**src/rtl/alu_exec_unit.sv**
```systemverilog
// Execute stage of the 16-bit CPU: single-cycle ALU ops plus an iterative
// shift-add multiplier, driving the register file write port with one-cycle pulses.
module alu_exec_unit #(
  parameter int WIDTH      = 16,
  parameter int ADDR_W     = 3,
  parameter int MUL_CYCLES = 16
) (
  input  logic              clk,
  input  logic              rst,
  input  logic              in_valid,
  output logic              in_ready,
  input  logic [2:0]        opcode,
  input  logic [WIDTH-1:0]  op1,
  input  logic [WIDTH-1:0]  op2,
  input  logic [ADDR_W-1:0] dest_addr,
  output logic [WIDTH-1:0]  Reg_data,
  output logic [ADDR_W-1:0] Reg_addr,
  output logic              Reg_load,
  output logic              zero_flag,
  output logic              carry_flag,
  output logic              busy
);

  localparam int CNT_W = (MUL_CYCLES > 1) ? $clog2(MUL_CYCLES) : 1;
  localparam logic [CNT_W-1:0] LAST_CNT = CNT_W'(MUL_CYCLES - 1);

  localparam logic [2:0] OP_ADD  = 3'b000;
  localparam logic [2:0] OP_SUB  = 3'b001;
  localparam logic [2:0] OP_AND  = 3'b010;
  localparam logic [2:0] OP_OR   = 3'b011;
  localparam logic [2:0] OP_XOR  = 3'b100;
  localparam logic [2:0] OP_SHL  = 3'b101;
  localparam logic [2:0] OP_MUL  = 3'b110;
  localparam logic [2:0] OP_PASS = 3'b111;

  typedef enum logic [0:0] {
    IDLE = 1'b0,
    MUL  = 1'b1
  } state_t;

  state_t              state_r;
  logic [2*WIDTH-1:0]  mcand_r;
  logic [WIDTH-1:0]    mplier_r;
  logic [2*WIDTH-1:0]  acc_r;
  logic [CNT_W-1:0]    count_r;
  logic [ADDR_W-1:0]   dest_r;

  logic [WIDTH:0]      sum_s;
  logic [2*WIDTH-1:0]  shl_s;
  logic [WIDTH-1:0]    alu_res_s;
  logic                alu_carry_s;
  logic [2*WIDTH-1:0]  acc_next_s;

  assign in_ready = (state_r == IDLE) && !rst;

  // Single-cycle ALU result and carry for the presented opcode
  always_comb begin
    sum_s       = {1'b0, op1} + {1'b0, op2};
    shl_s       = {{WIDTH{1'b0}}, op1} << op2[3:0];
    alu_res_s   = {WIDTH{1'b0}};
    alu_carry_s = 1'b0;
    case (opcode)
      OP_ADD: begin
        alu_res_s   = sum_s[WIDTH-1:0];
        alu_carry_s = sum_s[WIDTH];
      end
      OP_SUB: begin
        alu_res_s   = op1 - op2;
        alu_carry_s = (op1 < op2);
      end
      OP_AND:  alu_res_s = op1 & op2;
      OP_OR:   alu_res_s = op1 | op2;
      OP_XOR:  alu_res_s = op1 ^ op2;
      // bit WIDTH of the widened shift is the last bit pushed out (0 for a zero shift)
      OP_SHL: begin
        alu_res_s   = shl_s[WIDTH-1:0];
        alu_carry_s = shl_s[WIDTH];
      end
      OP_PASS: alu_res_s = op2;
      default: begin
        alu_res_s   = {WIDTH{1'b0}};
        alu_carry_s = 1'b0;
      end
    endcase
  end

  // Partial-product accumulation for the current multiply iteration
  always_comb begin
    acc_next_s = acc_r;
    case (mplier_r[0])
      1'b1:    acc_next_s = acc_r + mcand_r;
      default: acc_next_s = acc_r;
    endcase
  end

  // Control state, multiplier datapath and registered write-port outputs
  always_ff @(posedge clk or posedge rst) begin
    if (rst) begin
      state_r    <= IDLE;
      mcand_r    <= {(2*WIDTH){1'b0}};
      mplier_r   <= {WIDTH{1'b0}};
      acc_r      <= {(2*WIDTH){1'b0}};
      count_r    <= {CNT_W{1'b0}};
      dest_r     <= {ADDR_W{1'b0}};
      Reg_data   <= {WIDTH{1'b0}};
      Reg_addr   <= {ADDR_W{1'b0}};
      Reg_load   <= 1'b0;
      zero_flag  <= 1'b0;
      carry_flag <= 1'b0;
      busy       <= 1'b0;
    end else begin
      Reg_load <= 1'b0;
      case (state_r)
        IDLE: begin
          if (in_valid) begin
            if (opcode == OP_MUL) begin
              mcand_r  <= {{WIDTH{1'b0}}, op1};
              mplier_r <= op2;
              acc_r    <= {(2*WIDTH){1'b0}};
              count_r  <= {CNT_W{1'b0}};
              dest_r   <= dest_addr;
              busy     <= 1'b1;
              state_r  <= MUL;
            end else begin
              Reg_data   <= alu_res_s;
              Reg_addr   <= dest_addr;
              zero_flag  <= (alu_res_s == {WIDTH{1'b0}});
              carry_flag <= alu_carry_s;
              Reg_load   <= 1'b1;
            end
          end
        end
        MUL: begin
          acc_r    <= acc_next_s;
          mcand_r  <= mcand_r << 1;
          mplier_r <= mplier_r >> 1;
          count_r  <= count_r + CNT_W'(1);
          if (count_r == LAST_CNT) begin
            Reg_data   <= acc_next_s[WIDTH-1:0];
            Reg_addr   <= dest_r;
            zero_flag  <= (acc_next_s[WIDTH-1:0] == {WIDTH{1'b0}});
            carry_flag <= (acc_next_s[2*WIDTH-1:WIDTH] != {WIDTH{1'b0}});
            Reg_load   <= 1'b1;
            busy       <= 1'b0;
            state_r    <= IDLE;
          end
        end
        default: begin
          busy    <= 1'b0;
          state_r <= IDLE;
        end
      endcase
    end
  end

endmodule

```
**config.mk**
```make
export PLATFORM = sky130hd
export DESIGN_NAME = alu_exec_unit
export DESIGN_NICKNAME = d
export VERILOG_FILES = /design/src/rtl/alu_exec_unit.sv
export SDC_FILE = /design/constraint.sdc
export NUM_CORES = 1
export LEC_CHECK = 0
export ABC_CLOCK_PERIOD_IN_PS = 3800
export CAP_MARGIN = 20
export CORE_MARGIN = 3
export CORE_UTILIZATION = 61
export CTS_CLUSTER_DIAMETER = 60
export CTS_CLUSTER_SIZE = 25
export DETAILED_ROUTE_END_ITERATION = 10
export HOLD_SLACK_MARGIN = 0.12
export PLACE_DENSITY = 0.82
export SETUP_SLACK_MARGIN = 0.5
export SYNTH_ARGS = -nofsm -noshare
export SYNTH_HDL_FRONTEND = slang
export SYNTH_SLANG_ARGS = --single-unit
```
**constraint.sdc**
```tcl
create_clock -name clk -period 3.8 [get_ports clk]
set_input_delay 0.57 -clock clk [delete_from_list [all_inputs] [get_ports clk]]
set_output_delay 0.57 -clock clk [all_outputs]
set_load 0.01 [all_outputs]
```
==> out/qor.log <==
[status] result of the run complete, no violations
[critical_path] startpoint types register
[cells_and_area] combined area of the multi-input logic cells 7170 sq um
[global_route] global-route usage over all layers 37.6%
[cells_and_area] layout net count 1547
[timing] Max Slew Vio Count 0
[yosys] share of flip-flops with an asynchronous set or reset after synthesis 100%
[die] die width 135 um
[cells_and_area] commonest cells after routing, fill and taps aside sky130_fd_sc_hd__nand2_1, sky130_fd_sc_hd__o21ai_0, sky130_fd_sc_hd__nor2_1
[critical_path] Reg-to-Reg Start acc_r[0]
[drt] Total Wirelength 34.5 mm
[place] Port Buffers 64
[timing] Post-Route Skew 0.0170 ns
[critical_path] crit path to zero_flag
[pwr] VDD IR max 0.614 mV
[clocking] clock sink total 111
[critical_path] data required time of the critical path 4.07 ns
[pwr] power per cell area 557 nW/um^2
[drt] metal3 WL 2.96 mm
[drt] iteration count of the initial detailed-routing pass 5
[clocking] CTS max path bufs 2
[critical_path] Critical Path AT 3.62 ns
[critical_path] worst reg2reg setup slack 0.45 ns
[yosys] number of flops mapped to enable cells by yosys 0
[die] Core Footprint 16100 sq um
[critical_path] Worst Reg2Reg Path Length in Cells 13
[flow_run] number of violations of the max-capacitance limit 0
[clocking] deepest level of the CTS H-tree 3
[die] Die Area 18300 sq um
[clocking] CTS Hold Bufs 0
[drt] met2 wire length 15.5 mm
[drt] antenna viol nets, final 0
[timing] measured slew at the worst slew-check pin 0.707 ns
[cells_and_area] fraction of final layout cells sized beyond drive strength 1 16.6%
[yosys] gate count of the mapped netlist 1308
[global_route] initial antenna violation count 0
[timing] FMAX 299 MHz
[cells_and_area] most common cell after layout, fill and taps aside sky130_fd_sc_hd__nand2_1
[place] placed cell area 11600 sq um
[timing] total of endpoints with negative setup slack in the final report 0
[clocking] CTS tree yes
[yosys] Mapped Area 10200 sq um
[timing] min cycle time layout 3.35 ns
[global_route] Overflow after GRT 0
[yosys] number of synthesis warnings 0
[clocking] worst skew pair latency 0.37 ns
[global_route] global-route wire length before repair 54.4 mm
[clocking] master cell of the clock root buffer sky130_fd_sc_hd__clkbuf_16
[drt] vias after detailed routing 10.7k
[place] dpl hpwl 25.9 mm
[drt] final routed wire length divided by cell count 21.0 um
[drt] uppermost signal routing layer after detailed routing met4
[clocking] clock-pin slew on the worst setup and hold paths 0.09 ns
[yosys] share of the yosys chip area belonging to registers 27.3%
[critical_path] Max FO, Critical Path 4
[critical_path] crit path from acc_r[0]
[drt] mean number of vias per cell 6.55
[yosys] Post-Synthesis Mean Instance Area 7.77 sq um
[clocking] total CTS buffers 9
[global_route] number of global-route vias before repair 10.2k
[yosys] number of distinct library cells after synthesis 87
[die] boundary pin count 65
[die] total number of placement rows 46
[cells_and_area] combined flip-flop and latch cell area 2780 sq um
[place] GP Congestion 1.01
[critical_path] critical path class reg -> reg
[pwr] LEAKAGE 0.00549 uW
[min_path] Hold Path Class reg -> reg
[yosys] most instantiated flip-flop cell in the synthesis netlist sky130_fd_sc_hd__dfrtp_1
[timing] worst slew margin relative to its limit 52.7%
[yosys] net count after synthesis 1436
[die] starting density of the core 63.1%
[die] die outline height 135 um
[yosys] flops & latches, synth 111
[global_route] largest net degree at the start of global routing 76
[drt] met1 wire length 14.6 mm
[drt] 1st-iter DRT viols 1248
[drt] DRC violation count after routing 0
[timing] Final Hold Viols 0
[cells_and_area] post-route cell area 12300 sq um
[critical_path] r2r endpoint zero_flag
[critical_path] CP endpoint kind register
[cells_and_area] layout overhead on the synthesized area 21.2%
[cells_and_area] # fillers 1195
[cells_and_area] count of antenna diodes in the layout 0
[timing] Total Neg Setup Slack 0 ns
[timing] Final period util 88.2%
[timing] unrepaired setup endpoints after global routing true
worst min-delay path by stage:
stage,slack (ns),endpoint,start,cells past startpoint
2_1_floorplan,0.45,mplier_r[14],mplier_r[15],2
3_3_place_gp,0.46,Reg_data[4],Reg_data[4],2
3_5_place_dp,0.47,mplier_r[1],mplier_r[2],2
4_1_cts,0.49,mplier_r[11],mplier_r[12],2
5_1_grt,0.52,dest_r[0],dest_r[0],1
6_report,0.49,mplier_r[1],mplier_r[2],2
metal layers:
layer  vias to the layer above  track usage (%)
met1                      5126             52.6
met5                         -                0
met4                         0             16.3
met2                       572             57.3
li1                       4953                -
met3                        97             7.00
layout make-up:
type	count	area share (%)
sequential	111	22.6
clock inverter	7	0.619
timing repair buffer	180	12.4
clock buffer	9	1.83
inverter	68	2.19
tap	216	2.19
multi-input combinational	1049	58.2
synthesized netlist by cell type (4+ instances only):
| cell | count | area (sq um) |
|---|---|---|
| sky130_fd_sc_hd__or3_1 | 11 | 68.8 |
| sky130_fd_sc_hd__a31oi_1 | 20 | 125 |
| sky130_fd_sc_hd__o211ai_1 | 5 | 37.5 |
| sky130_fd_sc_hd__ha_1 | 84 | 1050 |
| sky130_fd_sc_hd__nor2b_1 | 17 | 106 |
| sky130_fd_sc_hd__nand2b_1 | 10 | 62.6 |
| sky130_fd_sc_hd__nand3_1 | 22 | 110 |
| sky130_fd_sc_hd__a31o_2 | 4 | 35.0 |
| sky130_fd_sc_hd__a22o_1 | 7 | 61.3 |
| sky130_fd_sc_hd__inv_1 | 66 | 248 |
| sky130_fd_sc_hd__xnor2_1 | 15 | 131 |
| sky130_fd_sc_hd__o211a_1 | 4 | 40.0 |
| sky130_fd_sc_hd__clkbuf_1 | 56 | 210 |
| sky130_fd_sc_hd__a32o_1 | 4 | 40.0 |
| sky130_fd_sc_hd__nand2_1 | 185 | 694 |
| sky130_fd_sc_hd__o21bai_1 | 6 | 45.0 |
| sky130_fd_sc_hd__o21ai_0 | 130 | 651 |
| sky130_fd_sc_hd__buf_1 | 11 | 41.3 |
| sky130_fd_sc_hd__and2_1 | 8 | 50.1 |
| sky130_fd_sc_hd__dfrtp_1 | 111 | 2780 |
| sky130_fd_sc_hd__o311ai_0 | 7 | 61.3 |
| sky130_fd_sc_hd__o31a_1 | 4 | 35.0 |
| sky130_fd_sc_hd__mux2_2 | 12 | 135 |
| sky130_fd_sc_hd__mux2i_1 | 33 | 330 |
| sky130_fd_sc_hd__nand4_1 | 13 | 81.3 |
| sky130_fd_sc_hd__nor2_1 | 121 | 454 |
| sky130_fd_sc_hd__nor3_1 | 26 | 130 |
| sky130_fd_sc_hd__a22oi_1 | 12 | 90.1 |
| sky130_fd_sc_hd__nor4_1 | 6 | 37.5 |
| sky130_fd_sc_hd__xor2_1 | 7 | 61.3 |
| sky130_fd_sc_hd__o21a_1 | 11 | 82.6 |
| sky130_fd_sc_hd__o22ai_1 | 18 | 113 |
| sky130_fd_sc_hd__a21oi_1 | 115 | 576 |
| sky130_fd_sc_hd__mux4_2 | 10 | 225 |
| sky130_fd_sc_hd__buf_2 | 10 | 50.1 |
| sky130_fd_sc_hd__a311oi_1 | 4 | 35.0 |
| sky130_fd_sc_hd__a221oi_1 | 5 | 43.8 |
| sky130_fd_sc_hd__and3_1 | 8 | 50.1 |
| sky130_fd_sc_hd__a21o_1 | 18 | 135 |
| sky130_fd_sc_hd__a211oi_1 | 17 | 128 |
per-stage QoR:
stage          setup WS, ns  util, %  power (uW)  std cells  hold slack (ns)
6_report              0.450     76.5        6870       1640            0.493
5_1_grt               0.299     76.5        7320       1640            0.523
4_1_cts               0.509     75.1        6720       1639            0.490
3_5_place_dp         -0.348     72.0        5660       1618            0.472
3_3_place_gp         -0.211     72.0        5500       1618            0.455
2_1_floorplan         0.502        -        4370       1308            0.453
sequential cells by signal, indices dropped and copies added, names as in the netlist:
name        flops
acc_r          32
mplier_r       16
Reg_load        1
mcand_r        32
dest_r          3
zero_flag       1
carry_flag      1
state_r         1
busy            1
count_r         4
Reg_data       16
Reg_addr        3
critical path, cell delays in order, from the launching register on:
cell	delay [ns]
sky130_fd_sc_hd__dfrtp_1	0.43
sky130_fd_sc_hd__ha_4	0.19
sky130_fd_sc_hd__fa_2	0.35
sky130_fd_sc_hd__a21o_1	0.19
sky130_fd_sc_hd__nand4_1	0.15
sky130_fd_sc_hd__a21o_1	0.22
sky130_fd_sc_hd__buf_4	0.14
sky130_fd_sc_hd__a21oi_1	0.08
sky130_fd_sc_hd__or3_1	0.32
sky130_fd_sc_hd__a31oi_1	0.42
sky130_fd_sc_hd__nand4_1	0.15
sky130_fd_sc_hd__nor4_1	0.37
sky130_fd_sc_hd__a31oi_1	0.16
sky130_fd_sc_hd__o31ai_1	0.08
what timing repair did:
item / 4_1_cts / 5_1_grt
buffers inserted: 5 / 1
hold endpoints to repair: 0 / 0
setup endpoints to repair: 8 / 10
pin swaps: 23 / 6
resized for setup: 46 / 51
power by group:
group          switching, uW  leakage (uW)  internal (uW)  total [uW]
Combinational           2230       0.00390           1580        3810
Sequential               442       0.00144           1630        2070
Clock                    512      0.000150            475         987
Total                   3180       0.00549           3690        6870
cells by family (layout without fill, tap and decap cells):
group                      Yosys count  after routing  share of synthesized area, %
and+or+nand+nor                    447            447                          19.8
AOI/OAI and AO/OA                  437            437                          27.3
DFF                                111            111                          27.3
buffers and inverters              148            264                          5.77
xor gates and xnor gates            22             22                          1.90
muxes                               56             56                          6.94
adders and majority gates           87             87                          10.9
Power figures use the tool's default switching activity.
